==> src/rtl/watch_gen2_pkg.sv <==
// Shared constants, state type and helpers for the keypad-settable watch.
// Digit order everywhere is h_ten, h_one, m_ten, m_one, s_ten, s_one (index 0..5).
package watch_pkg;

  localparam logic [7:0] SEG_0     = 8'hFC;
  localparam logic [7:0] SEG_1     = 8'h60;
  localparam logic [7:0] SEG_2     = 8'hDA;
  localparam logic [7:0] SEG_3     = 8'hF2;
  localparam logic [7:0] SEG_4     = 8'h66;
  localparam logic [7:0] SEG_5     = 8'hB6;
  localparam logic [7:0] SEG_6     = 8'hBE;
  localparam logic [7:0] SEG_7     = 8'hE0;
  localparam logic [7:0] SEG_8     = 8'hFE;
  localparam logic [7:0] SEG_9     = 8'hF6;
  localparam logic [7:0] SEG_BLANK = 8'h00;

  localparam logic [2:0] CUR_H_TEN = 3'd0;
  localparam logic [2:0] CUR_H_ONE = 3'd1;
  localparam logic [2:0] CUR_M_TEN = 3'd2;
  localparam logic [2:0] CUR_M_ONE = 3'd3;
  localparam logic [2:0] CUR_S_TEN = 3'd4;
  localparam logic [2:0] CUR_S_ONE = 3'd5;

  typedef enum logic {SET, RUN} state_t;

  function automatic logic [7:0] seg_decode(input logic [3:0] d);
    logic [7:0] s;
    case (d)
      4'd0:    s = SEG_0;
      4'd1:    s = SEG_1;
      4'd2:    s = SEG_2;
      4'd3:    s = SEG_3;
      4'd4:    s = SEG_4;
      4'd5:    s = SEG_5;
      4'd6:    s = SEG_6;
      4'd7:    s = SEG_7;
      4'd8:    s = SEG_8;
      4'd9:    s = SEG_9;
      default: s = SEG_BLANK;
    endcase
    return s;
  endfunction

  // h_ten is the value already stored; it only constrains the h_one entry.
  function automatic logic digit_ok(input logic h24, input logic [2:0] cur,
                                    input logic [3:0] d, input logic [3:0] h_ten);
    logic ok;
    case (cur)
      CUR_H_TEN: ok = h24 ? (d <= 4'd2) : (d <= 4'd1);
      CUR_H_ONE: begin
        if (h24)               ok = (h_ten == 4'd2) ? (d <= 4'd3) : (d <= 4'd9);
        else if (h_ten == 4'd1) ok = (d <= 4'd2);
        else                   ok = (d >= 4'd1) && (d <= 4'd9);
      end
      CUR_M_TEN, CUR_S_TEN: ok = (d <= 4'd5);
      CUR_M_ONE, CUR_S_ONE: ok = (d <= 4'd9);
      default:   ok = 1'b0;
    endcase
    return ok;
  endfunction

endpackage

==> src/rtl/watch_gen2_if.sv <==
// Board-side pins of the watch: keypad/set request in, display and status out.
interface watch_gen2_if;
  logic [9:0] keypad;
  logic       set_key;
  logic [7:0] seg_data;
  logic [7:0] seg_com;
  logic       setting;
  logic       pm;
  logic       sec_tick;

  modport master (output keypad, set_key,
                  input  seg_data, seg_com, setting, pm, sec_tick);
  modport slave  (input  keypad, set_key,
                  output seg_data, seg_com, setting, pm, sec_tick);
endinterface

==> src/rtl/watch_gen2_key_capture.sv <==
// Keypad sampler: one press pulse per idle -> single-key transition.
module key_capture (
    input  logic       clk,
    input  logic       rst,
    input  logic [9:0] keypad,
    output logic       press,
    output logic [3:0] digit
);
    logic [9:0] kp_q;
    logic       idle_q;
    logic [3:0] nlow;

    always_ff @(posedge clk or negedge rst) begin
        if (!rst) begin
            kp_q   <= '1;
            idle_q <= 1'b1;
        end else begin
            kp_q   <= keypad;
            idle_q <= &kp_q;
        end
    end

    always_comb begin
        nlow  = '0;
        digit = '0;
        for (int i = 0; i < 10; i++) begin
            if (!kp_q[i]) begin
                nlow  = nlow + 4'd1;
                digit = 4'(i);
            end
        end
    end

    assign press = (nlow == 4'd1) && idle_q;
endmodule

==> src/rtl/watch_gen2.sv <==
// Keypad-settable HH:MM:SS watch with 8-position multiplexed 7-segment output.
// Optional macro WATCH_BLINK_EN blinks the cursor digit while setting.
module watch_gen2
    import watch_pkg::*;
#(
    parameter int unsigned TICK_DIV = 1000,
    parameter int unsigned SCAN_DIV = 1,
    parameter bit          H24      = 1'b1
) (
    input  logic         clk,
    input  logic         rst,
    watch_gen2_if.slave  bus
);
    localparam int TW = $clog2(TICK_DIV);
    localparam int SW = (SCAN_DIV > 1) ? $clog2(SCAN_DIV) : 1;
    localparam logic [TW-1:0] TICK_MAX = TW'(TICK_DIV - 1);
    localparam logic [SW-1:0] SCAN_MAX = SW'(SCAN_DIV - 1);
    localparam logic [0:5][3:0] TIME_RST = H24 ? 24'h000000 : 24'h120000;

    state_t          state, state_nxt;
    logic [2:0]      cursor;
    logic [0:5][3:0] dig, dig_inc;
    logic            pm_q, pm_inc;
    logic            set_q, sec_tick_q;
    logic [TW-1:0]   tick_cnt;
    logic [SW-1:0]   sdiv_cnt;
    logic [2:0]      pos;
    logic [7:0]      seg_data_q, seg_com_q, data_nxt, com_nxt;
    logic            press, set_rise, tick_wrap, accept;
    logic [3:0]      key_digit;

    key_capture u_key (
        .clk    (clk),
        .rst    (rst),
        .keypad (bus.keypad),
        .press  (press),
        .digit  (key_digit)
    );

    assign set_rise  = bus.set_key & ~set_q;
    assign tick_wrap = (state == RUN) && (tick_cnt == TICK_MAX) && !set_rise;

    always_ff @(posedge clk or negedge rst) begin
        if (!rst) state <= SET;
        else      state <= state_nxt;
    end

    always_comb begin
        state_nxt = state;
        accept    = 1'b0;
        if (state == SET) begin
            accept = press && !set_rise && digit_ok(H24, cursor, key_digit, dig[0]);
            if (accept && cursor == CUR_S_ONE) state_nxt = RUN;
        end
        if (set_rise) state_nxt = SET;
    end

    // BCD increment with carry s -> m -> h; hour wrap depends on mode.
    always_comb begin
        dig_inc = dig;
        pm_inc  = pm_q;
        if (dig[5] != 4'd9) dig_inc[5] = dig[5] + 4'd1;
        else begin
            dig_inc[5] = 4'd0;
            if (dig[4] != 4'd5) dig_inc[4] = dig[4] + 4'd1;
            else begin
                dig_inc[4] = 4'd0;
                if (dig[3] != 4'd9) dig_inc[3] = dig[3] + 4'd1;
                else begin
                    dig_inc[3] = 4'd0;
                    if (dig[2] != 4'd5) dig_inc[2] = dig[2] + 4'd1;
                    else begin
                        dig_inc[2] = 4'd0;
                        if (H24) begin
                            if (dig[0] == 4'd2 && dig[1] == 4'd3) {dig_inc[0], dig_inc[1]} = 8'h00;
                            else if (dig[1] == 4'd9) {dig_inc[0], dig_inc[1]} = {dig[0] + 4'd1, 4'd0};
                            else dig_inc[1] = dig[1] + 4'd1;
                        end else begin
                            if (dig[0] == 4'd1 && dig[1] == 4'd2) {dig_inc[0], dig_inc[1]} = 8'h01;
                            else if (dig[0] == 4'd1 && dig[1] == 4'd1) begin
                                {dig_inc[0], dig_inc[1]} = 8'h12;
                                pm_inc = ~pm_q;
                            end
                            else if (dig[1] == 4'd9) {dig_inc[0], dig_inc[1]} = 8'h10;
                            else dig_inc[1] = dig[1] + 4'd1;
                        end
                    end
                end
            end
        end
    end

    always_ff @(posedge clk or negedge rst) begin
        if (!rst) begin
            cursor     <= CUR_H_TEN;
            dig        <= TIME_RST;
            pm_q       <= 1'b0;
            set_q      <= 1'b0;
            sec_tick_q <= 1'b0;
            tick_cnt   <= '0;
        end else begin
            set_q      <= bus.set_key;
            sec_tick_q <= tick_wrap;
            if (set_rise) cursor <= CUR_H_TEN;
            else if (accept) begin
                dig[cursor] <= key_digit;
                cursor      <= (cursor == CUR_S_ONE) ? CUR_H_TEN : cursor + 3'd1;
            end
            if (state == RUN && !set_rise) tick_cnt <= (tick_cnt == TICK_MAX) ? '0 : tick_cnt + 1'b1;
            else                           tick_cnt <= '0;
            if (tick_wrap) begin
                dig  <= dig_inc;
                pm_q <= pm_inc;
            end
        end
    end

`ifdef WATCH_BLINK_EN
    localparam logic [TW-1:0] BLINK_HALF = TW'(TICK_DIV / 2);
    logic [TW-1:0] blink_cnt;

    always_ff @(posedge clk or negedge rst) begin
        if (!rst) blink_cnt <= '0;
        else      blink_cnt <= (blink_cnt == TICK_MAX) ? '0 : blink_cnt + 1'b1;
    end
`endif

    always_ff @(posedge clk or negedge rst) begin
        if (!rst) begin
            sdiv_cnt <= '0;
            pos      <= '0;
        end else if (sdiv_cnt == SCAN_MAX) begin
            sdiv_cnt <= '0;
            pos      <= pos + 3'd1;
        end else begin
            sdiv_cnt <= sdiv_cnt + 1'b1;
        end
    end

    // dp marks the HH:MM:SS colons in 24h mode, or PM on the last digit in 12h mode.
    always_comb begin
        com_nxt  = 8'hFF;
        data_nxt = SEG_BLANK;
        if (pos <= CUR_S_ONE) begin
            com_nxt[3'd7 - pos] = 1'b0;
            data_nxt = seg_decode(dig[pos]);
`ifdef WATCH_BLINK_EN
            if (state == SET && pos == cursor && blink_cnt >= BLINK_HALF) data_nxt = SEG_BLANK;
`endif
            if (H24) data_nxt[0] = (pos == CUR_H_ONE) || (pos == CUR_M_ONE);
            else     data_nxt[0] = (pos == CUR_S_ONE) && pm_q;
        end
    end

    always_ff @(posedge clk or negedge rst) begin
        if (!rst) begin
            seg_com_q  <= 8'hFF;
            seg_data_q <= SEG_BLANK;
        end else begin
            seg_com_q  <= com_nxt;
            seg_data_q <= data_nxt;
        end
    end

    assign bus.seg_data = seg_data_q;
    assign bus.seg_com  = seg_com_q;
    assign bus.setting  = (state == SET);
    assign bus.pm       = H24 ? 1'b0 : pm_q;
    assign bus.sec_tick = sec_tick_q;
endmodule
==> src/flat_wrapper.sv <==
// flat-port wrapper written by rule: the top's interface ports become plain ports
module watch_gen2_flat import watch_pkg::*;
#(
    parameter int unsigned TICK_DIV = 1000,
    parameter int unsigned SCAN_DIV = 1,
    parameter bit          H24      = 1'b1
)
  (clk, rst, bus_keypad, bus_set_key, bus_seg_data, bus_seg_com, bus_setting, bus_pm, bus_sec_tick);
  watch_gen2_if bus_i ();
  input  logic clk;
  input  logic rst;
  input wire logic [$bits(bus_i.keypad)-1:0] bus_keypad;
  input wire logic [$bits(bus_i.set_key)-1:0] bus_set_key;
  output wire logic [$bits(bus_i.seg_data)-1:0] bus_seg_data;
  output wire logic [$bits(bus_i.seg_com)-1:0] bus_seg_com;
  output wire logic [$bits(bus_i.setting)-1:0] bus_setting;
  output wire logic [$bits(bus_i.pm)-1:0] bus_pm;
  output wire logic [$bits(bus_i.sec_tick)-1:0] bus_sec_tick;
  assign bus_i.keypad = bus_keypad;
  assign bus_i.set_key = bus_set_key;
  assign bus_seg_data = bus_i.seg_data;
  assign bus_seg_com = bus_i.seg_com;
  assign bus_setting = bus_i.setting;
  assign bus_pm = bus_i.pm;
  assign bus_sec_tick = bus_i.sec_tick;
  watch_gen2 #(.TICK_DIV(TICK_DIV), .SCAN_DIV(SCAN_DIV), .H24(H24)) u_core (.clk(clk), .rst(rst), .bus(bus_i));
endmodule
==> config.mk <==
export PLATFORM = sky130hd
export DESIGN_NAME = watch_gen2_flat
export DESIGN_NICKNAME = d
export VERILOG_FILES = /design/src/rtl/watch_gen2_pkg.sv /design/src/rtl/watch_gen2_if.sv /design/src/rtl/watch_gen2_key_capture.sv /design/src/rtl/watch_gen2.sv /design/src/flat_wrapper.sv
export SDC_FILE = /design/constraint.sdc
export NUM_CORES = 1
export LEC_CHECK = 0
export BUFFER_PORTS_ARGS = -buffer_cell sky130_fd_sc_hd__buf_2
export CORE_UTILIZATION = 55
export DETAILED_ROUTE_END_ITERATION = 12
export PLACE_DENSITY_LB_ADDON = 0.12
export REMOVE_ABC_BUFFERS = 1
export SKIP_LAST_GASP = 1
export SLEW_MARGIN = 15
export SYNTH_ARGS = -nofsm -noshare
export SYNTH_HDL_FRONTEND = slang
export SYNTH_SLANG_ARGS = --single-unit
==> constraint.sdc <==
create_clock -name clk -period 5.4 [get_ports clk]
set_input_delay 0.27 -clock clk [delete_from_list [all_inputs] [get_ports clk]]
set_output_delay 0.27 -clock clk [all_outputs]
set_load 0.005 [all_outputs]
# Yosys cells after proc, flatten, opt, wreduce, memory -nomap -nowiden
# Memories as Yosys holds them, arrays and structs flattened.
# Index checks and enable logic that the tools add are counted.
# totals
out_inout_bits	19
mem_count	1
regBits	71
mem_bits_ro	112
in_bits	13
# op_classes
n_eq_ne	22
bitwise	6
add_sub_neg	20
n_reduce_logical	24
n_mux	56
magnitude_cmp	10
# memory_table
memory	depth	width	rd	rd_ports_with_merged_regs	wr	line	source
(no name shown)	16	7	1	0	0	watch_gen2_pkg.sv:28	case (d)
# op_table
cell	count
4-bit 2-to-1 mux	25
24-bit 2-to-1 mux	3
4-bit by 1-bit adder with 4-bit output, second input constant	14
8-bit 2-to-1 mux	4
24-bit bitwise mux	1
10-bit 2-to-1 mux	2
20-bit 2-to-1 mux	1
16-bit 2-to-1 mux	1
4-bit binary-select mux with 3-bit select	1
4-bit demux with 3-bit select	1
12-bit 2-to-1 mux	1
10-bit by 1-bit adder with 10-bit output, second input constant	1
10-bit equality test, second input constant	1
1-bit logical AND	10
1-bit 2-to-1 mux	10
2-bit != test, second input constant	5
10-bit AND reduction	1
3-bit by 2-bit equality test with 1-bit output, second input constant	3
3-bit 2-to-1 mux	3
4-bit by 2-bit equality test with 1-bit output, second input constant	2
4-bit >= comparator, second input constant	2
4-bit by 2-bit less-or-equal comparator with 1-bit output, second input constant	2
4-bit by 3-bit != test with 1-bit output, second input constant	2
4-bit != test, second input constant	2
33 further kinds	40

# Logic depth before layout (Yosys ltp)
# Gate-level depths: netlist of the first run.
# depth
depth_word	27
ltp_mapped	35

# Modules after synthesis
# A second synthesis of the first run with hierarchy kept.
# unflattened
hier_cells	503
area_unflattened_um2	4639.4
# modules_own_cells
mod	seq_area_each_um2	area_per_inst_um2	instances	cells_each
watch_gen2	1486.4	3527.1	1	389
key_capture	289.0	1112.3	1	114

# Worst setup path after synthesis of the first run
# Ideal clock, no wire load.
# synth_path
path_type	flip-flop to flip-flop
start	register u_core.u_key.kp_q[0]
end	register u_core.dig[23] in the netlist's numbering
t_arrival_ns	5.640
stages_incl_launch_ff	34
synth_period_minus_slack_ns	5.761
slack_ns	-0.361
required_time_ns	5.279
path_buffers	1
path_cell_list	dfstp_2 -> inv_1 -> ha_1 -> xnor2_1 -> ha_1 -> nand2b_1 -> nand2_1 -> ha_1 -> nor2_1 -> a31oi_1 -> ha_1 -> nor2_1 -> a21oi_1 -> nand2_1 -> inv_1 -> ha_1 -> nand2b_1 -> o21ai_0 -> ha_1 -> nor2_1 -> a21oi_1 -> a31oi_1 -> inv_1 -> ha_1 -> nor2_1 -> a21oi_1 -> ha_1 -> a311oi_1 -> o21ai_1 -> a21oi_1 -> buf_4 -> a21oi_1 -> or3_1 -> a22o_1
# synth_via
elab_chain_len	26
# synth_rtl
item	line	source
start: declaration	watch_gen2_key_capture.sv:9	logic [9:0] kp_q;
start signal: assignment	watch_gen2_key_capture.sv:18	kp_q <= keypad;
1-bit 2-to-1 mux *	watch_gen2_key_capture.sv:27	if (!kp_q[i]) begin
1-bit by 1-bit adder with 2-bit output	watch_gen2_key_capture.sv:28	nlow = nlow + 4'd1;
2-bit 2-to-1 mux *	watch_gen2_key_capture.sv:27	
4-bit by 1-bit adder with 4-bit output	watch_gen2_key_capture.sv:28	
4-bit 2-to-1 mux *	watch_gen2_key_capture.sv:27	
4-bit by 1-bit adder with 4-bit output	watch_gen2_key_capture.sv:28	
4-bit 2-to-1 mux *	watch_gen2_key_capture.sv:27	
4-bit by 1-bit adder with 4-bit output	watch_gen2_key_capture.sv:28	
[9 not listed]	n/a	
4-bit by 1-bit adder with 4-bit output	watch_gen2_key_capture.sv:28	
4-bit 2-to-1 mux *	watch_gen2_key_capture.sv:27	
4-bit by 1-bit equality test with 1-bit output *	watch_gen2_key_capture.sv:34	assign press = (nlow == 4'd1) && idle_q;
1-bit logical AND *	watch_gen2_key_capture.sv:34	
1-bit logical AND * (2 in series)	watch_gen2.sv:52	accept = press && !set_rise && digit_ok(H24, cursor, key_digit, dig[0]);
1-bit 2-to-1 mux *	watch_gen2.sv:51	if (state == SET) begin
2-bit nonzero test (no line) *	n/a	
7-bit AND reduction (no line) *	n/a	
end signal: indexed assignment	watch_gen2.sv:106	dig[cursor] <= key_digit;
end signal: assignment	watch_gen2.sv:112	dig <= dig_inc;
end: declaration	watch_gen2.sv:22	logic [0:5][3:0] dig, dig_inc;
# Mark *: on every way between the ends. The rest lies on a longest branch, timed or not.
# A chain may end at the register's enable or synchronous reset.

# Worst setup path in the final report of the first run
# layout_path
start	register u_core.u_key.kp_q[1]
end	register u_core.dig[23] in the netlist's numbering
# layout_via
elab_chain_len	24
# layout_rtl
item	line
2-bit 2-to-1 mux	watch_gen2_key_capture.sv:27
4-bit by 1-bit adder with 4-bit output	watch_gen2_key_capture.sv:28
4-bit 2-to-1 mux	watch_gen2_key_capture.sv:27
4-bit by 1-bit adder with 4-bit output	watch_gen2_key_capture.sv:28
4-bit 2-to-1 mux	watch_gen2_key_capture.sv:27
4-bit by 1-bit adder with 4-bit output	watch_gen2_key_capture.sv:28
4-bit 2-to-1 mux	watch_gen2_key_capture.sv:27
4-bit by 1-bit adder with 4-bit output	watch_gen2_key_capture.sv:28
[8 not listed]	n/a
4-bit 2-to-1 mux	watch_gen2_key_capture.sv:27
4-bit by 1-bit equality test with 1-bit output	watch_gen2_key_capture.sv:34
1-bit logical AND	watch_gen2_key_capture.sv:34
1-bit logical AND	watch_gen2.sv:52
1-bit logical AND *	watch_gen2.sv:52
1-bit 2-to-1 mux *	watch_gen2.sv:51
2-bit nonzero test (no line) *	n/a
7-bit AND reduction (no line) *	n/a
# Mark *: on every way between the ends. The rest lies on a longest branch, timed or not. The select of a mux whose other input is x is not followed.

==> flow_summary_export.csv, run 1 <==
group,metric,value,unit
status,status,"finished, violations left",
status,violations,"negative setup slack",
timing,timing.fmax,175,MHz
worst_hold_path,hold_path.class,"in2reg",
setup_path,cp.arrival,5940,ps
pwr,power_frac_seq,39.0,%
logic_synthesis,ys_top_cells_by_area,"dfrtp_1 (28%), dfstp_2 (11%), ha_1 (5.5%)",
grt,grt_max_degree,71,
floorplan,fp-row-count,32,
setup_path,r2r_end,"u_core.dig[23]",
timing,final_hold_viol_count,0,
placement,dpl.hpwl,7.14,mm
setup_path,worstPathMaxFanout,4,
final_layout,postLayoutCoreUtil,70.5,%
logic_synthesis,synth_common_cells,"dfrtp_1 (51), nor2_1 (44), nand2_1 (38)",
grt,antenna_found_initial,0,
cts,clock-sinks,70,
grt,grt_pass1_wl,17.5,mm
pwr,p_switching,0.400,mW
cts,clk_pin_slew,80,ps
placement,port_buffers,30,
final_layout,drive_above_1_share,28.3,%
pwr,irDropWorstVdd,217,µV
logic_synthesis,ys_ff_latch,70,
placement,dpl.cell_count,632,
setup_path,worst_setup_path_end_kind,"register",
setup_path,cpPeakStageDelay,540,ps
timing,grt_setup_unrepaired,"true",
timing,max_slew_margin,39.3,%
floorplan,die_width,92.6,µm
floorplan,core,7850,µm²
route,firstDrtPassIters,5,
placement,gp_congestion,0.925,
timing,setup_viol,27,
floorplan,design.die.area,8580,µm²
route,wirelength,10.7,mm
logic_synthesis,yosysWarnings,0,
timing,skew,7.92,ps
route,route.detailed.drc,0,
route,avgRoutedWirePerCell,16.2,µm
pwr,pwr_density_cell,251,nW/µm²
timing,setup-tns-final,-3690,ps
cts,ctsLongestPathBuffers,2,
timing,worst_pin_slew,897,ps
final_layout,fin_cells,663,
cts,root_buffer,"clkbuf_8",
setup_path,r2r-start,"u_core.u_key.kp_q[1]",
timing,report.final.slew_viol_count,0,
logic_synthesis,synth_cells,500,
pwr,clock_power_share,33.1,%
logic_synthesis,synth_edf_count,0,
setup_path,crit_required,5640,ps
final_layout,n_antenna_cell,0,
grt,grt.overflow.total,0,
setup_path,path_common_cell,"ha_4",
grt,gr-usage-all-layers,25.8,%
cts,insertion_delay,340,ps
logic_synthesis,yosysSeqAreaShare,39.3,%
pwr,p_sw_share,28.8,%
setup_path,ff2ff_setup_slack,-300,ps
setup_path,reg2regPathDepth,35,
route,antenna_left,0,
setup_path,startpoint,"u_core.u_key.kp_q[1]",
logic_synthesis,synth-async-reset-ratio,100,%
logic_synthesis,yosysTopAreaCell,"dfrtp_1",
timing,finalCriticalPeriod,5700,ps
logic_synthesis,synthMostInstantiatedCell,"dfrtp_1",
pwr,p_leak,2.32,nW
setup_path,startpoint_type,"register",
cts,cts_tree,"done",
logic_synthesis,syn_area,4520,µm²
cts,cts_made_buffers,9,
final_layout,finalNetCount,590,
floorplan,start_util,57.6,%
route,avgViaCountPerCell,6.01,
run,max_cap_viol_count,0,
route,via_count,3987,
floorplan,num_io_pins,32,
pwr,internal_power,0.988,mW
timing,fin_crit_sh,106,%
final_layout,area_delta_synth_final,22.4,%
setup_path,setup.worst_path.class,"reg2reg",
floorplan,die_h,92.6,µm
grt,first_global_vias,3779,
logic_synthesis,synth_ff_type,"dfrtp_1",
logic_synthesis,avgSynthCellArea,9.04,µm²
route,drtIter0Drc,233,
setup_path,cp_slowest_cell,"dfstp_2",
cts,cts_max_level,3,
pwr,combPwrFrac,27.9,%
logic_synthesis,synth_cell_types,70,
timing,setup_ws,-304,ps
logic_synthesis,yosysTopAreaCellShare,28.2,%
setup_path,crit_end,"u_core.dig[23]",
==> per-stage QoR <==
step	setup slack [ps]	hold slack, ps	instance area (µm²)	power [mW]
4_1_cts	-297	3.60	5300	1.33
3_5_place_dp	-556	377	4870	0.827
2_1_floorplan	-612	-25.6	4420	0.743
6_report	-304	18.8	5530	1.39
3_3_place_gp	-381	375	4870	0.820
5_1_grt	-627	-3.13	5530	1.46
==> routing by layer <==
layer	track usage, %	routed length (µm)
met1	32.8	4630
met2	44.1	5370
met3	3.53	468
met4	10.9	250
met5	0	0
==> cell families (layout without fill, tap and decap cells) <==
| logic type | count (synthesis) | count (layout) | share of synthesized area [%] |
|---|---|---|---|
| buffers and inverters | 57 | 118 | 5.01 |
| xor gates and xnor gates | 24 | 24 | 7.42 |
| other | 1 | 1 | 0.0830 |
| adders and majority gates | 20 | 20 | 5.54 |
| and+or+nand+nor | 184 | 184 | 20.7 |
| muxes | 13 | 13 | 3.27 |
| AOI/OAI and AO/OA | 131 | 131 | 18.7 |
| DFF | 70 | 70 | 39.3 |
==> what timing repair did <==
item	in CTS	in global routing
hold endpoints to repair	0	5
endpoints found under the setup margin	28	28
resized for setup	30	39
pin swaps	22	29
buffers inserted	8	4
hold buffers	0	5
==> state kept, by name, indices dropped and copies added (netlist names) <==
name	count
u_core.dig	24
u_core.tick_cnt	10
u_core.u_key.kp_q	10
u_core.bus.seg_com	8
u_core.bus.seg_data	8
u_core.cursor	3
u_core.pos	3
u_core.bus.sec_tick	1
u_core.set_q	1
u_core.state	1
u_core.u_key.idle_q	1
==> worst max-delay path: cells and delay by family, from the launching register on <==
| family | cells | cell delay [ps] |
|---|---|---|
| and+or+nand+nor | 11 | 1260 |
| DFF | 1 | 540 |
| xor gates and xnor gates | 2 | 500 |
| adders and majority gates | 7 | 1610 |
| AOI/OAI and AO/OA | 10 | 1140 |
| buffers and inverters | 5 | 530 |
==> power groups by stage <==
stage               clock [mW]  combinational (mW)  sequential [mW]
finish                   0.460               0.388            0.541
global route             0.496               0.425            0.542
CTS                      0.470               0.322            0.540
detailed placement           0               0.279            0.549
global placement             0               0.271            0.549
floorplan                    0               0.196            0.547
==> placed cells by master, fill, tap and decap left out, types with 8 or more instances in the layout <==
cell and instances:
buf_2 30, a31oi_1 9, dfstp_2 19, nor2b_1 13
o22ai_1 8, nor2_1 39, nor3_1 14, dfrtp_1 51
o21ai_1 13, o21ai_0 22, a21oi_1 23, ha_1 13
nand3_1 20, nand2_1 37, clkbuf_8 9, buf_4 30
nand2b_1 9, inv_1 29, nand4_1 10
==> final cells by class <==
cell class                 count  area (µm²)
sequential                    70        1780
fill                         641        2320
inverter                      33         124
timing repair buffer          70         482
clock inverter                 6        87.6
multi-input combinational    373        2810
clock buffer                   9         124
tap                          102         128
==> worst min path at each step <==
stage                        startpoint                   end  depth (start not counted)
after floorplan                     rst   u_core.bus.sec_tick                          0
after global placement    bus_keypad[4]  u_core.u_key.kp_q[4]                          1
after detailed placement  bus_keypad[8]  u_core.u_key.kp_q[8]                          1
after CTS                 bus_keypad[4]  u_core.u_key.kp_q[4]                          1
after global routing      bus_keypad[2]  u_core.u_key.kp_q[2]                          1
final                     bus_keypad[2]  u_core.u_key.kp_q[2]                          1
No activity file was read; power rests on OpenSTA's default activity.
==> run 2, diff against run 1 <==
CELL_PAD_IN_SITES_DETAIL_PLACEMENT = 1   (was unset)
CELL_PAD_IN_SITES_GLOBAL_PLACEMENT = 1   (was unset)
CORE_MARGIN = 4   (was unset)
CORE_UTILIZATION = 42   (was 55)
==> run 2 against run 1 <==
The run still ends with negative setup slack left; clock skew grew 8.8 ps; design area increased by 5.2%; utilization down 15 points; die area grew 45%.
==> flow_summary_export.csv, run 2 (synthesis gave the netlist of run 1 again) <==
group,metric,value,unit
final_layout,area_delta_synth_final,28.7,%
pwr,irDropWorstVdd,141,µV
setup_path,r2r-start,"u_core.u_key.kp_q[0]",
setup_path,cp_slowest_cell,"dfstp_2",
setup_path,path_common_cell,"ha_4",
placement,place_area,4940,µm²
timing,timing.fmax,176,MHz
cts,cts_max_level,3,
timing,fin_crit_sh,105,%
timing,setup_ws,-285,ps
final_layout,finalNetCount,618,
timing,setup-tns-final,-4760,ps
final_layout,final_cell_mix,"buf_4 (52), dfrtp_1 (51), nor2_1 (37)",
setup_path,crit_required,5630,ps
grt,first_global_vias,4414,
floorplan,fp-row-count,37,
run,max_cap_viol_count,0,
setup_path,ff2ff_setup_slack,-290,ps
final_layout,drive_above_1_share,31.7,%
cts,root_buffer,"clkbuf_8",
route,wirelength,13.4,mm
grt,antenna_found_initial,0,
status,status,"finished, violations left",
setup_path,worst_setup_path_end_kind,"register",
floorplan,die_h,112,µm
cts,clk_pin_slew,90,ps
floorplan,num_io_pins,32,
route,route.detailed.drc,0,
pwr,p_leak,2.43,nW
floorplan,die_width,112,µm
setup_path,startpoint_type,"register",
worst_hold_path,worstHoldPathCells,1,
setup_path,cpPeakStageDelay,560,ps
setup_path,cp.arrival,5920,ps
grt,grt_pass1_wl,22.2,mm
final_layout,n_antenna_cell,0,
status,violations,"negative setup slack",
route,via_count,4168,
route,drtIter0Drc,176,
final_layout,final_common_cell,"buf_4",
grt,gr-usage-all-layers,21.7,%
final_layout,stdcell_area,5820,µm²
placement,port_buffers,30,
timing,max_slew_margin,32.7,%
cts,clock-sinks,70,
final_layout,reg.largest.list,"u_core.dig: 24 flops, u_core.tick_cnt: 10 flops, u_core.u_key.kp_q: 10 flops",
cts,cts_made_buffers,9,
grt,grt.overflow.total,0,
timing,skew,16.7,ps
route,avgViaCountPerCell,5.74,
setup_path,worstPathMaxFanout,5,
floorplan,design.die.area,12500,µm²
setup_path,r2r_end,"u_core.dig[12]",
floorplan,core,10400,µm²
timing,grt_setup_unrepaired,"true",
worst_hold_path,min_to,"u_core.set_q",
final_layout,largest_reg_flops,24,
pwr,pwr_density_cell,248,nW/µm²
placement,dpl.cell_count,669,
placement,dpl.hpwl,8.77,mm
timing,setup_viol,28,
timing,report.final.slew_viol_count,0,
final_layout,largest-register,"u_core.dig",
route,firstDrtPassIters,4,
route,avgRoutedWirePerCell,18.4,µm
floorplan,start_util,43.4,%
cts,ctsLongestPathBuffers,2,
grt,grt_max_degree,71,
timing,worst_pin_slew,999,ps
route,antenna_left,0,
worst_hold_path,hold_path.class,"in2reg",
cts,cts_tree,"done",
final_layout,fin_cells,726,
worst_hold_path,min-delay-start,"bus_set_key",
setup_path,reg2regPathDepth,33,
timing,finalCriticalPeriod,5690,ps
placement,gp_congestion,0.816,
setup_path,setup.worst_path.class,"reg2reg",
cts,insertion_delay,350,ps
timing,final_hold_viol_count,0,
[run 2: cell types whose count changed in the layout (fill, tap and decap cells not counted), sizes merged]
cell         change
buf             +23
bufinv           -1
clkbuf           +4
clkinv           -3
clkinvlp         +1
dlygate4sd3      +5
[run 2: worst max-delay path, delay by kind of cell (launching register included)]
kind | cells | cell delay, ps
xor gates and xnor gates | 1 | 210
DFF | 1 | 560
AOI/OAI and AO/OA | 10 | 1220
adders and majority gates | 8 | 2030
and+or+nand+nor | 9 | 880
buffers and inverters | 4 | 350
muxes | 1 | 300
[run 2: final cells by class]
cell class / count / area, µm²
Fill cell: 1187 / 4600
Multi-Input combinational cell: 373 / 2840
Sequential cell: 70 / 1780
Timing Repair Buffer: 98 / 708
Tap cell: 136 / 170
Clock buffer: 13 / 159
Inverter: 33 / 124
Clock inverter: 3 / 42.5
[run 2: per-layer routing]
| layer | wire length [µm] | GRT usage, % |
|---|---|---|
| met1 | 5840 | 27.0 |
| met2 | 6880 | 38.3 |
| met3 | 406 | 4.24 |
| met4 | 253 | 5.92 |
| met5 | 0 | 0 |
[run 2: per-stage QoR]
stage	hold slack (ps)	worst slack, ps	power [mW]	utilization [%]
2_1_floorplan	-25.6	-612	0.743	-
3_3_place_gp	375	-419	0.834	47.4
3_5_place_dp	376	-759	0.846	47.4
4_1_cts	0.735	-350	1.38	53.5
5_1_grt	47.0	-504	1.53	55.8
6_report	72.8	-285	1.44	55.8
[run 2: how the worst max path moves through the flow]
stage | cells after the start | endpoint | slack [ps] | start
3_5_place_dp | 35 | u_core.dig[12] | -760 | u_core.u_key.kp_q[0]
5_1_grt | 33 | u_core.dig[12] | -500 | u_core.u_key.kp_q[0]
3_3_place_gp | 34 | u_core.dig[14] | -420 | u_core.u_key.kp_q[0]
4_1_cts | 34 | u_core.dig[12] | -350 | u_core.u_key.kp_q[1]
6_report | 33 | u_core.dig[12] | -290 | u_core.u_key.kp_q[0]
2_1_floorplan | 32 | u_core.dig[12] | -610 | u_core.u_key.kp_q[0]
[run 2: what timing repair did]
item | CTS | global route
gates resized for setup | 34 | 42
endpoints found under the setup margin | 28 | 28
hold buffers | 9 | 1
endpoints found under the hold margin | 9 | 1
pin swaps | 25 | 36
buffers inserted | 24 | 12
[run 2: where the power goes]
part / total, mW / leakage, nW / switching [mW] / internal, mW
registers: 0.541 / 0.870 / 0.00922 / 0.532
logic: 0.452 / 1.46 / 0.215 / 0.237
clock network: 0.451 / 0.0996 / 0.212 / 0.239
